File: src/rtl/fg_pkg.sv
// Shared types and limits for the function generator and its sweep sequencer.
package fg_pkg;

  typedef enum logic [1:0] {
    SINE     = 2'd0,
    TRIANGLE = 2'd1,
    SQUARE   = 2'd2,
    PWM      = 2'd3
  } signal_t;

  localparam int ST_MAX_COUNT = 9999;
  localparam int SQ_MAX_COUNT = 499999;

  typedef enum logic [2:0] {
    S_IDLE,
    S_LOAD,
    S_DWELL,
    S_STEP,
    S_DONE
  } sweep_state_t;

endpackage

File: src/rtl/fg_dwell_timer.sv
// Dwell down-counter: load a hold length, count down, flag the final cycle.
module fg_dwell_timer #(
  parameter int DWELL_W = 24
) (
  input  logic               clk,
  input  logic               rst_n,
  input  logic               load,
  input  logic [DWELL_W-1:0] load_val,
  output logic               expire
);

  logic [DWELL_W-1:0] cnt;

  always_ff @(posedge clk) begin
    if (!rst_n)          cnt <= '0;
    else if (load)       cnt <= load_val;
    else if (cnt != '0)  cnt <= cnt - 1'b1;
  end

  // The STEP cycle counts toward the hold, so the dwell ends one count early.
  assign expire = (cnt == DWELL_W'(1));

endmodule

File: src/rtl/fg_sweep_ctrl.sv
// Frequency-sweep sequencer driving func_gen set_count/sig_type/duty_cycle.
module fg_sweep_ctrl
  import fg_pkg::*;
#(
  parameter int CNT_W   = 32,
  parameter int DWELL_W = 24,
  parameter int ST_MAX  = ST_MAX_COUNT,
  parameter int SQ_MAX  = SQ_MAX_COUNT
) (
  input  logic               clk,
  input  logic               rst_n,
  input  logic               start,
  input  logic               stop,
  input  logic [1:0]         cfg_sig_type,
  input  logic [7:0]         cfg_duty,
  input  logic [CNT_W-1:0]   cfg_start_cnt,
  input  logic [CNT_W-1:0]   cfg_stop_cnt,
  input  logic [CNT_W-1:0]   cfg_step,
  input  logic [DWELL_W-1:0] cfg_dwell,
  input  logic               cfg_pingpong,
  output logic [CNT_W-1:0]   set_count,
  output logic [1:0]         sig_type,
  output logic [7:0]         duty_cycle,
  output logic               busy,
  output logic               done,
  output logic               cfg_err
);

  sweep_state_t       state, state_nx;
  logic [1:0]         sh_sig;
  logic [7:0]         sh_duty;
  logic [CNT_W-1:0]   sh_start, sh_stop, sh_step;
  logic [DWELL_W-1:0] sh_dwell;
  logic               sh_pp;
  logic               dir_up, dir_nx;
  logic [CNT_W-1:0]   lim, step_val, up_nx, dn_nx;
  logic [CNT_W:0]     sum, diff;
  logic               req, cfg_bad, accept, at_stop, at_start, expire, tmr_load;

  // Validation runs on the live cfg_* inputs; only accepted programs get shadowed.
  assign lim     = (signal_t'(cfg_sig_type) inside {SINE, TRIANGLE}) ? CNT_W'(ST_MAX) : CNT_W'(SQ_MAX);
  assign cfg_bad = (cfg_start_cnt > cfg_stop_cnt) || (cfg_stop_cnt > lim) || (cfg_step == '0);
  assign req     = start && !stop;
  assign accept  = (state == S_IDLE) && req && !cfg_bad;

  // Carry/borrow bit catches wrap so the clamp never lets it reach set_count.
  assign sum      = {1'b0, set_count} + {1'b0, sh_step};
  assign diff     = {1'b0, set_count} - {1'b0, sh_step};
  assign up_nx    = (sum > {1'b0, sh_stop}) ? sh_stop : sum[CNT_W-1:0];
  assign dn_nx    = (diff[CNT_W] || (diff[CNT_W-1:0] < sh_start)) ? sh_start : diff[CNT_W-1:0];
  assign at_stop  = (set_count == sh_stop);
  assign at_start = (set_count == sh_start);

  always_comb begin
    step_val = set_count;
    dir_nx   = dir_up;
    if (dir_up) begin
      if (!at_stop)    step_val = up_nx;
      else if (sh_pp) begin
        dir_nx   = 1'b0;
        step_val = dn_nx;
      end
    end else begin
      if (at_start) begin
        dir_nx   = 1'b1;
        step_val = up_nx;
      end else begin
        step_val = dn_nx;
      end
    end
  end

  always_comb begin
    state_nx = state;
    case (state)
      S_IDLE:  if (accept) state_nx = S_LOAD;
      S_LOAD:  state_nx = (sh_dwell == '0) ? S_STEP : S_DWELL;
      S_DWELL: if (expire) state_nx = S_STEP;
      S_STEP: begin
        if (dir_up && at_stop && !sh_pp) state_nx = S_DONE;
        else                             state_nx = (sh_dwell == '0) ? S_STEP : S_DWELL;
      end
      S_DONE:  state_nx = S_IDLE;
      default: state_nx = S_IDLE;
    endcase
    if (stop) state_nx = S_IDLE;
  end

  always_ff @(posedge clk) begin
    if (!rst_n) begin
      state      <= S_IDLE;
      set_count  <= '0;
      sig_type   <= SINE;
      duty_cycle <= '0;
      cfg_err    <= 1'b0;
      dir_up     <= 1'b1;
      sh_sig     <= '0;
      sh_duty    <= '0;
      sh_start   <= '0;
      sh_stop    <= '0;
      sh_step    <= '0;
      sh_dwell   <= '0;
      sh_pp      <= 1'b0;
    end else begin
      state   <= state_nx;
      cfg_err <= (state == S_IDLE) && req && cfg_bad;
      if (accept) begin
        sh_sig   <= cfg_sig_type;
        sh_duty  <= cfg_duty;
        sh_start <= cfg_start_cnt;
        sh_stop  <= cfg_stop_cnt;
        sh_step  <= cfg_step;
        sh_dwell <= cfg_dwell;
        sh_pp    <= cfg_pingpong;
      end
      if (!stop) begin
        if (state == S_LOAD) begin
          set_count  <= sh_start;
          sig_type   <= sh_sig;
          duty_cycle <= sh_duty;
          dir_up     <= 1'b1;
        end else if (state == S_STEP) begin
          set_count <= step_val;
          dir_up    <= dir_nx;
        end
      end
    end
  end

  assign tmr_load = (state == S_LOAD) || (state == S_STEP);
  assign busy     = (state == S_LOAD) || (state == S_DWELL) || (state == S_STEP);
  assign done     = (state == S_DONE);

  fg_dwell_timer #(.DWELL_W(DWELL_W)) u_dwell (
    .clk      (clk),
    .rst_n    (rst_n),
    .load     (tmr_load),
    .load_val (sh_dwell),
    .expire   (expire)
  );

endmodule

File: config.mk
export PLATFORM = sky130hd
export DESIGN_NAME = fg_sweep_ctrl
export DESIGN_NICKNAME = d
export VERILOG_FILES = /design/src/rtl/fg_pkg.sv /design/src/rtl/fg_dwell_timer.sv /design/src/rtl/fg_sweep_ctrl.sv
export SDC_FILE = /design/constraint.sdc
export NUM_CORES = 1
export LEC_CHECK = 0
export BUFFER_PORTS_ARGS = -buffer_cell sky130_fd_sc_hd__buf_2
export CORE_UTILIZATION = 65
export CTS_CLUSTER_DIAMETER = 40
export DETAILED_ROUTE_END_ITERATION = 6
export PLACE_DENSITY = 0.95
export SETUP_SLACK_MARGIN = 0.4
export SLEW_MARGIN = 25
export SYNTH_ARGS = -nofsm -noshare
export SYNTH_HDL_FRONTEND = slang
export SYNTH_SLANG_ARGS = --single-unit
File: constraint.sdc
create_clock -name clk -period 12.6 [get_ports clk]
set_clock_uncertainty 0.05 [all_clocks]
set_input_delay 1.26 -clock clk [delete_from_list [all_inputs] [get_ports clk]]
set_output_delay 1.26 -clock clk [all_outputs]
set_load 0.02 [all_outputs]
# Word level (Yosys, flattened, before mapping)
# Index checks and enable logic that the tools add are counted.
[word_totals]
output_inout_bits = 45
word_cells = 84
ff_bits = 202
[op_classes]
order_cmp = 4
bitwise = 2
reduce_logical = 28
n_eq_ne = 11
add_sub_neg = 3
mux = 22
[op_table]
columns = ["op", "n"]
rows = [
  ["$mux W32", 8],
  ["$eq A32 B32 Y1", 2],
  ["$mux W24", 2],
  ["$add A32 B32 Y33", 1],
  ["$gt A33 B32 Y1", 1],
  ["$sub A32 B32 Y33", 1],
  ["$gt A32 B19 Y1", 1],
  ["$gt A32 B32 Y1", 1],
  ["$logic_not A32 Y1", 1],
  ["$lt A32 B32 Y1", 1],
  ["$eq A24 B1 Y1 const B", 1],
  ["$logic_not A24 Y1", 1],
  ["$reduce_bool A24 Y1", 1],
  ["$sub A24 B1 Y24 const B", 1],
  ["$mux W19", 1],
  ["$pmux W3 S4", 1],
  ["$mux W3", 3],
  ["$mux W1", 7],
  ["$eq A3 B2 Y1 const B", 2],
  ["$logic_and A1 B1 Y1", 6],
  ["$logic_or A1 B1 Y1", 6],
  ["$reduce_and A2 Y1", 3],
  ["$reduce_bool A2 Y1", 3],
  ["$ne A2 B2 Y1 const B", 2],
  ["other kinds (10)", 13],
]

# Logic depth before layout (Yosys ltp)
[depth]
word_depth = 10
depth_mapped = 24
mapped_depth_nobuf = 22

# Modules after synthesis
# From an unflattened synthesis, not the netlist that was laid out.
[unflattened]
cells_unflattened = 2098
hier_area_um2 = 16519.6
[by_module_without_submodules]
columns = ["module", "n_inst", "cells_each", "area_each_um2"]
rows = [
  ["fg_sweep_ctrl", 1, 1931, 15098.2],
  ["fg_dwell_timer", 1, 167, 1421.4],
]

# Least setup slack after synthesis
# No wires, ideal clock.
[synth_timing]
path_type = "reg2reg"
startpoint = "register set_count[2]"
endpoint = "register set_count[2]"
setup_ps = 118
t_arrival_ps = 5053
stages_incl_launch_ff = 23
path_buffers = 2
slack_ps = 7379
required_time_ps = 12432
cell_sequence = "dfxtp_1 ha_1 buf_2 nor2b_1 o311ai_1 a211o_1 a211oi_1 o2111ai_1 a31oi_1 o21ai_0 and3_1 or2_2 ha_1 nand4_1 nor4_1 nand3_1 nor3_1 o211ai_1 nor2_2 buf_2 mux2_2 o22ai_1 nor2_1"
[synth_via]
elab_chain_len = 9
[synth_rtl]
columns = ["element", "line", "text"]
rows = [
  ["from (decl)", "fg_sweep_ctrl.sv:21", "output logic [CNT_W-1:0] set_count,"],
  ["from (signal assigned)", "fg_sweep_ctrl.sv:118", "set_count <= sh_start;"],
  ["from (signal assigned)", "fg_sweep_ctrl.sv:123", "set_count <= step_val;"],
  ["$sub A32 B32 Y33", "fg_sweep_ctrl.sv:48", "assign diff = {1'b0, set_count} - {1'b0, sh_step};"],
  ["$lt A32 B32 Y1", "fg_sweep_ctrl.sv:50", "assign dn_nx = (diff[CNT_W] || (diff[CNT_W-1:0] < sh_start)) ? sh_start : diff[CNT_W-1:0];"],
  ["$logic_or A1 B1 Y1", "fg_sweep_ctrl.sv:50", ""],
  ["$mux W32", "fg_sweep_ctrl.sv:50", ""],
  ["$mux W32", "fg_sweep_ctrl.sv:59", "else if (sh_pp) begin"],
  ["$mux W32", "fg_sweep_ctrl.sv:58", "if (!at_stop) step_val = up_nx;"],
  ["$mux W32", "fg_sweep_ctrl.sv:57", "if (dir_up) begin"],
  ["$mux W32", "fg_sweep_ctrl.sv:122", "end else if (state == S_STEP) begin"],
  ["$mux W32", "fg_sweep_ctrl.sv:117", "if (state == S_LOAD) begin"],
]
# Parallel ways exist; a longest one is shown, timed or not. The select of a mux whose other input is x is not followed.
# A chain may end at the register's enable or synchronous reset.

# Worst setup path after layout
[layout_timing]
startpoint = "register set_count[0]"
endpoint = "register set_count[13]"
# The elaborated chain is that of the path after synthesis.

==> impl_metrics.py <==
metrics = {
    "sta": {
        "rsz0062_at_grt": "false",
        "setup-violations-final": 0,
        "hold_violations": 0,
        "hold_slack_ns": 0.427,
        "report.final.slew_viol_count": 0,
        "totalNegativeSetupSlack_ns": 0,
        "slew_headroom_pct": 22.8,
        "fmax_mhz": 152,
        "min_period_over_period_pct": 52.4,
        "period_minus_slack_ns": 6.60,
        "worst_slew_pin_slew_ns": 1.13,
    },
    "synth": {
        "yosysMostFrequentCell": "dfxtp_1",
        "yosys_warnings": 0,
        "async_flop_share_pct": 0,
        "ys_ff_latch": 202,
        "synth_common_cells": "202 x dfxtp_1, 171 x inv_1, 168 x ha_1",
        "syn_nets": 2203,
        "synth_flop_cell": "dfxtp_1",
        "synth_cells": 1898,
        "synth_cell_types": 72,
        "synth_area_leaders": "dfxtp_1 26%, ha_1 13%, mux2i_1 7.9%, xnor2_1 5.3%, nor2b_1 4.8%",
        "synth-edff-count": 0,
        "avgSynthCellArea_um2": 8.30,
        "yosys.area.top_type_share_pct": 25.7,
        "yosysSeqAreaShare_pct": 25.7,
        "synth_area_um2": 15800,
        "yosys.area.top_type": "dfxtp_1",
    },
    "setup_path": {
        "cpLargestDelayFamily": "compound AO/OA/AOI/OAI gates",
        "path_cells": "ha_1, fa_1, nor2b_1, o311ai_1, a211o_1, a211oi_1, o2111ai_1, a31oi_1, o21ai_0, and3_1, or2_2, ha_1, nand4_1, nor4_1, nand3_1, nor3_1, o211ai_1, nor2_2, buf_4, mux2_2, a221oi_1, a21oi_1",
        "cp_max_fo": 28,
        "crit_top_cell": "ha_1",
        "slowest_delay_ns": 0.55,
        "critPathKind": "reg -> reg",
        "endpoint_kind": "flip-flop",
        "cp_slowest_cell": "a211oi_1",
        "crit_arrival_ns": 6.94,
        "crit_buf_inv": 1,
        "startpoint_type": "flip-flop",
        "required_ns": 12.94,
    },
    "route": {
        "drt-pass1-iter-count": 7,
        "drt-total-wl_um": 58500,
        "viasPerCell": 6.72,
        "vias": 16000,
        "ant_nets": 0,
        "routedWlPerCell_um": 24.5,
        "drt-initial-drc-count": 1690,
        "route.detailed.drc": 0,
    },
    "layout": {
        "final_area_um2": 18100,
        "diodes": 0,
        "final_core_util_pct": 76.6,
        "fillers": 1621,
        "area_growth_pct": 14.7,
        "nNetsFinal": 2344,
        "drive_gt1_share_pct": 14.9,
    },
    "placed_design": {
        "gp_congestion": 1.10,
        "place_area_um2": 16800,
        "dp_hpwl_um": 41600,
        "port_buffers": 179,
    },
    "power_and_ir_drop": {
        "p_int_mw": 1.48,
        "swShare_pct": 30.9,
        "power-per-cell-area_nw_per_um2": 118,
        "p_sw_mw": 0.662,
        "power_frac_clock_pct": 48.7,
        "ir_drop_v": 0.000171,
        "leakage_nw": 7.87,
        "combPwrFrac_pct": 18.2,
        "pwr-share-seq_pct": 33.1,
    },
    "global_route": {
        "grt_max_degree": 80,
        "first_global_vias": 15500,
        "grtUsageTotal_pct": 46.5,
        "overflow": 0,
        "grt_pass1_wl_um": 87200,
        "grt_antenna_before_repair": 1,
    },
    "clocking": {
        "clk-insertion-delay-late_ns": 0.54,
        "post_cts_buffers": 0,
        "clkSinkCount": 202,
        "numCtsBuffers": 36,
        "clock_path_buffers": 3,
        "cts_tree": "done",
        "cts_resized": 0,
        "hold_buffers": 0,
        "cts.clk_slew.worst_paths_ns": 0.06,
        "clockRootBuffer": "clkbuf_16",
        "ctsHtreeMaxLevel": 2,
    },
    "floorplan": {
        "placeableCoreArea_um2": 23600,
        "die-area_um2": 24900,
        "die_h_um": 158,
        "die_x_um": 158,
        "ios": 180,
        "num_rows": 56,
        "initial_utilization_pct": 66.7,
    },
    "run_status": {
        "outcome": "finished, final reports clean",
    },
    "min_path": {
        "hold_path.class": "reg -> reg",
    },
    "job": {
        "maxCapViolCount": 0,
    },
}
layout by cell type (no fill, tap or decap), types with 6 or more instances in the layout:
| cell | count |
|---|---|
| mux2_2 | 26 |
| a221oi_1 | 9 |
| and2_1 | 24 |
| nor2b_1 | 120 |
| nand2b_1 | 11 |
| o31ai_1 | 9 |
| o41ai_1 | 6 |
| or2_2 | 9 |
| nor4_1 | 40 |
| dfxtp_1 | 202 |
| mux2i_1 | 124 |
| o21bai_1 | 16 |
| o22ai_1 | 15 |
| o211ai_1 | 34 |
| a31oi_1 | 13 |
| ha_1 | 168 |
| o21a_1 | 17 |
| nand3_1 | 43 |
| a21boi_0 | 14 |
| nor3_1 | 30 |
| nor3b_1 | 15 |
| nor2_1 | 104 |
| buf_2 | 178 |
| xor2_1 | 40 |
| a21o_1 | 26 |
| clkbuf_16 | 37 |
| nand4_1 | 39 |
| buf_4 | 14 |
| or3_1 | 6 |
| o221ai_1 | 6 |
| a22oi_1 | 8 |
| o21ai_0 | 65 |
| a2111oi_0 | 10 |
| xnor2_1 | 95 |
| inv_1 | 171 |
| a211oi_1 | 20 |
| nand2_1 | 86 |
| a21oi_1 | 113 |
| clkbuf_8 | 6 |
path summary, 6_finish.rpt:
check                start            end  slack [ns]  cells after the start
min reg2reg  duty_cycle[3]  duty_cycle[3]        0.43                      2
min          duty_cycle[3]  duty_cycle[3]        0.43                      2
max reg2reg   set_count[0]  set_count[13]        6.00                     22
max           set_count[0]  set_count[13]        6.00                     22
sequential cells by signal, indices dropped and copies added (netlist names), 3 cells and up:
| register | count |
|---|---|
| sh_dwell | 24 |
| sh_step | 32 |
| sh_start | 32 |
| sh_duty | 8 |
| set_count | 32 |
| u_dwell.cnt | 24 |
| state | 3 |
| duty_cycle | 8 |
| sh_stop | 32 |
worst min-delay path: stages (launching register included):
cell,delay [ns]
dfxtp_1,0.31
nand2_1,0.05
a21boi_0,0.07
power groups by stage:
stage / logic, mW / clock network, mW / registers, mW
2_1_floorplan: 0.243 / 0 / 0.706
3_3_place_gp: 0.307 / 0 / 0.709
3_5_place_dp: 0.333 / 0 / 0.713
4_1_cts: 0.364 / 1.04 / 0.704
5_1_grt: 0.399 / 1.07 / 0.708
6_report: 0.389 / 1.04 / 0.709
layer usage:
layer | vias to the layer above | GRT usage [%] | routed length, um
met5 | - | 0 | 0
met4 | 0 | 30.9 | 4330
met3 | 329 | 9.80 | 6350
met2 | 1129 | 72.1 | 24900
met1 | 7512 | 58.0 | 23000
li1 | 7057 | - | -
per-stage QoR:
stage | power, mW | setup WS [ns] | cells
floorplan | 0.949 | 7.38 | 1898
global placement | 1.02 | 6.37 | 2320
detailed placement | 1.05 | 6.16 | 2320
CTS | 2.11 | 6.10 | 2386
global route | 2.18 | 5.43 | 2386
finish | 2.14 | 6.00 | 2386
cells by family after synthesis:
family	share of synthesized area, %
buf+inv	6.56
compound gates	17.9
flops	25.7
fa+ha+maj	13.6
xor+xnor	7.61
simple gates	18.9
mux	9.73
cell type report:
type / instances / area [um^2] / area share, %
clock buffers: 45 / 1020 / 5.62
clock inverters: 21 / 287 / 1.58
inverters: 172 / 646 / 3.57
multi-input cells: 1435 / 10700 / 59.1
flip-flops and latches: 202 / 4040 / 22.4
well taps: 319 / 399 / 2.21
repair buffers: 192 / 996 / 5.51
(Power assumes the default switching activity.)
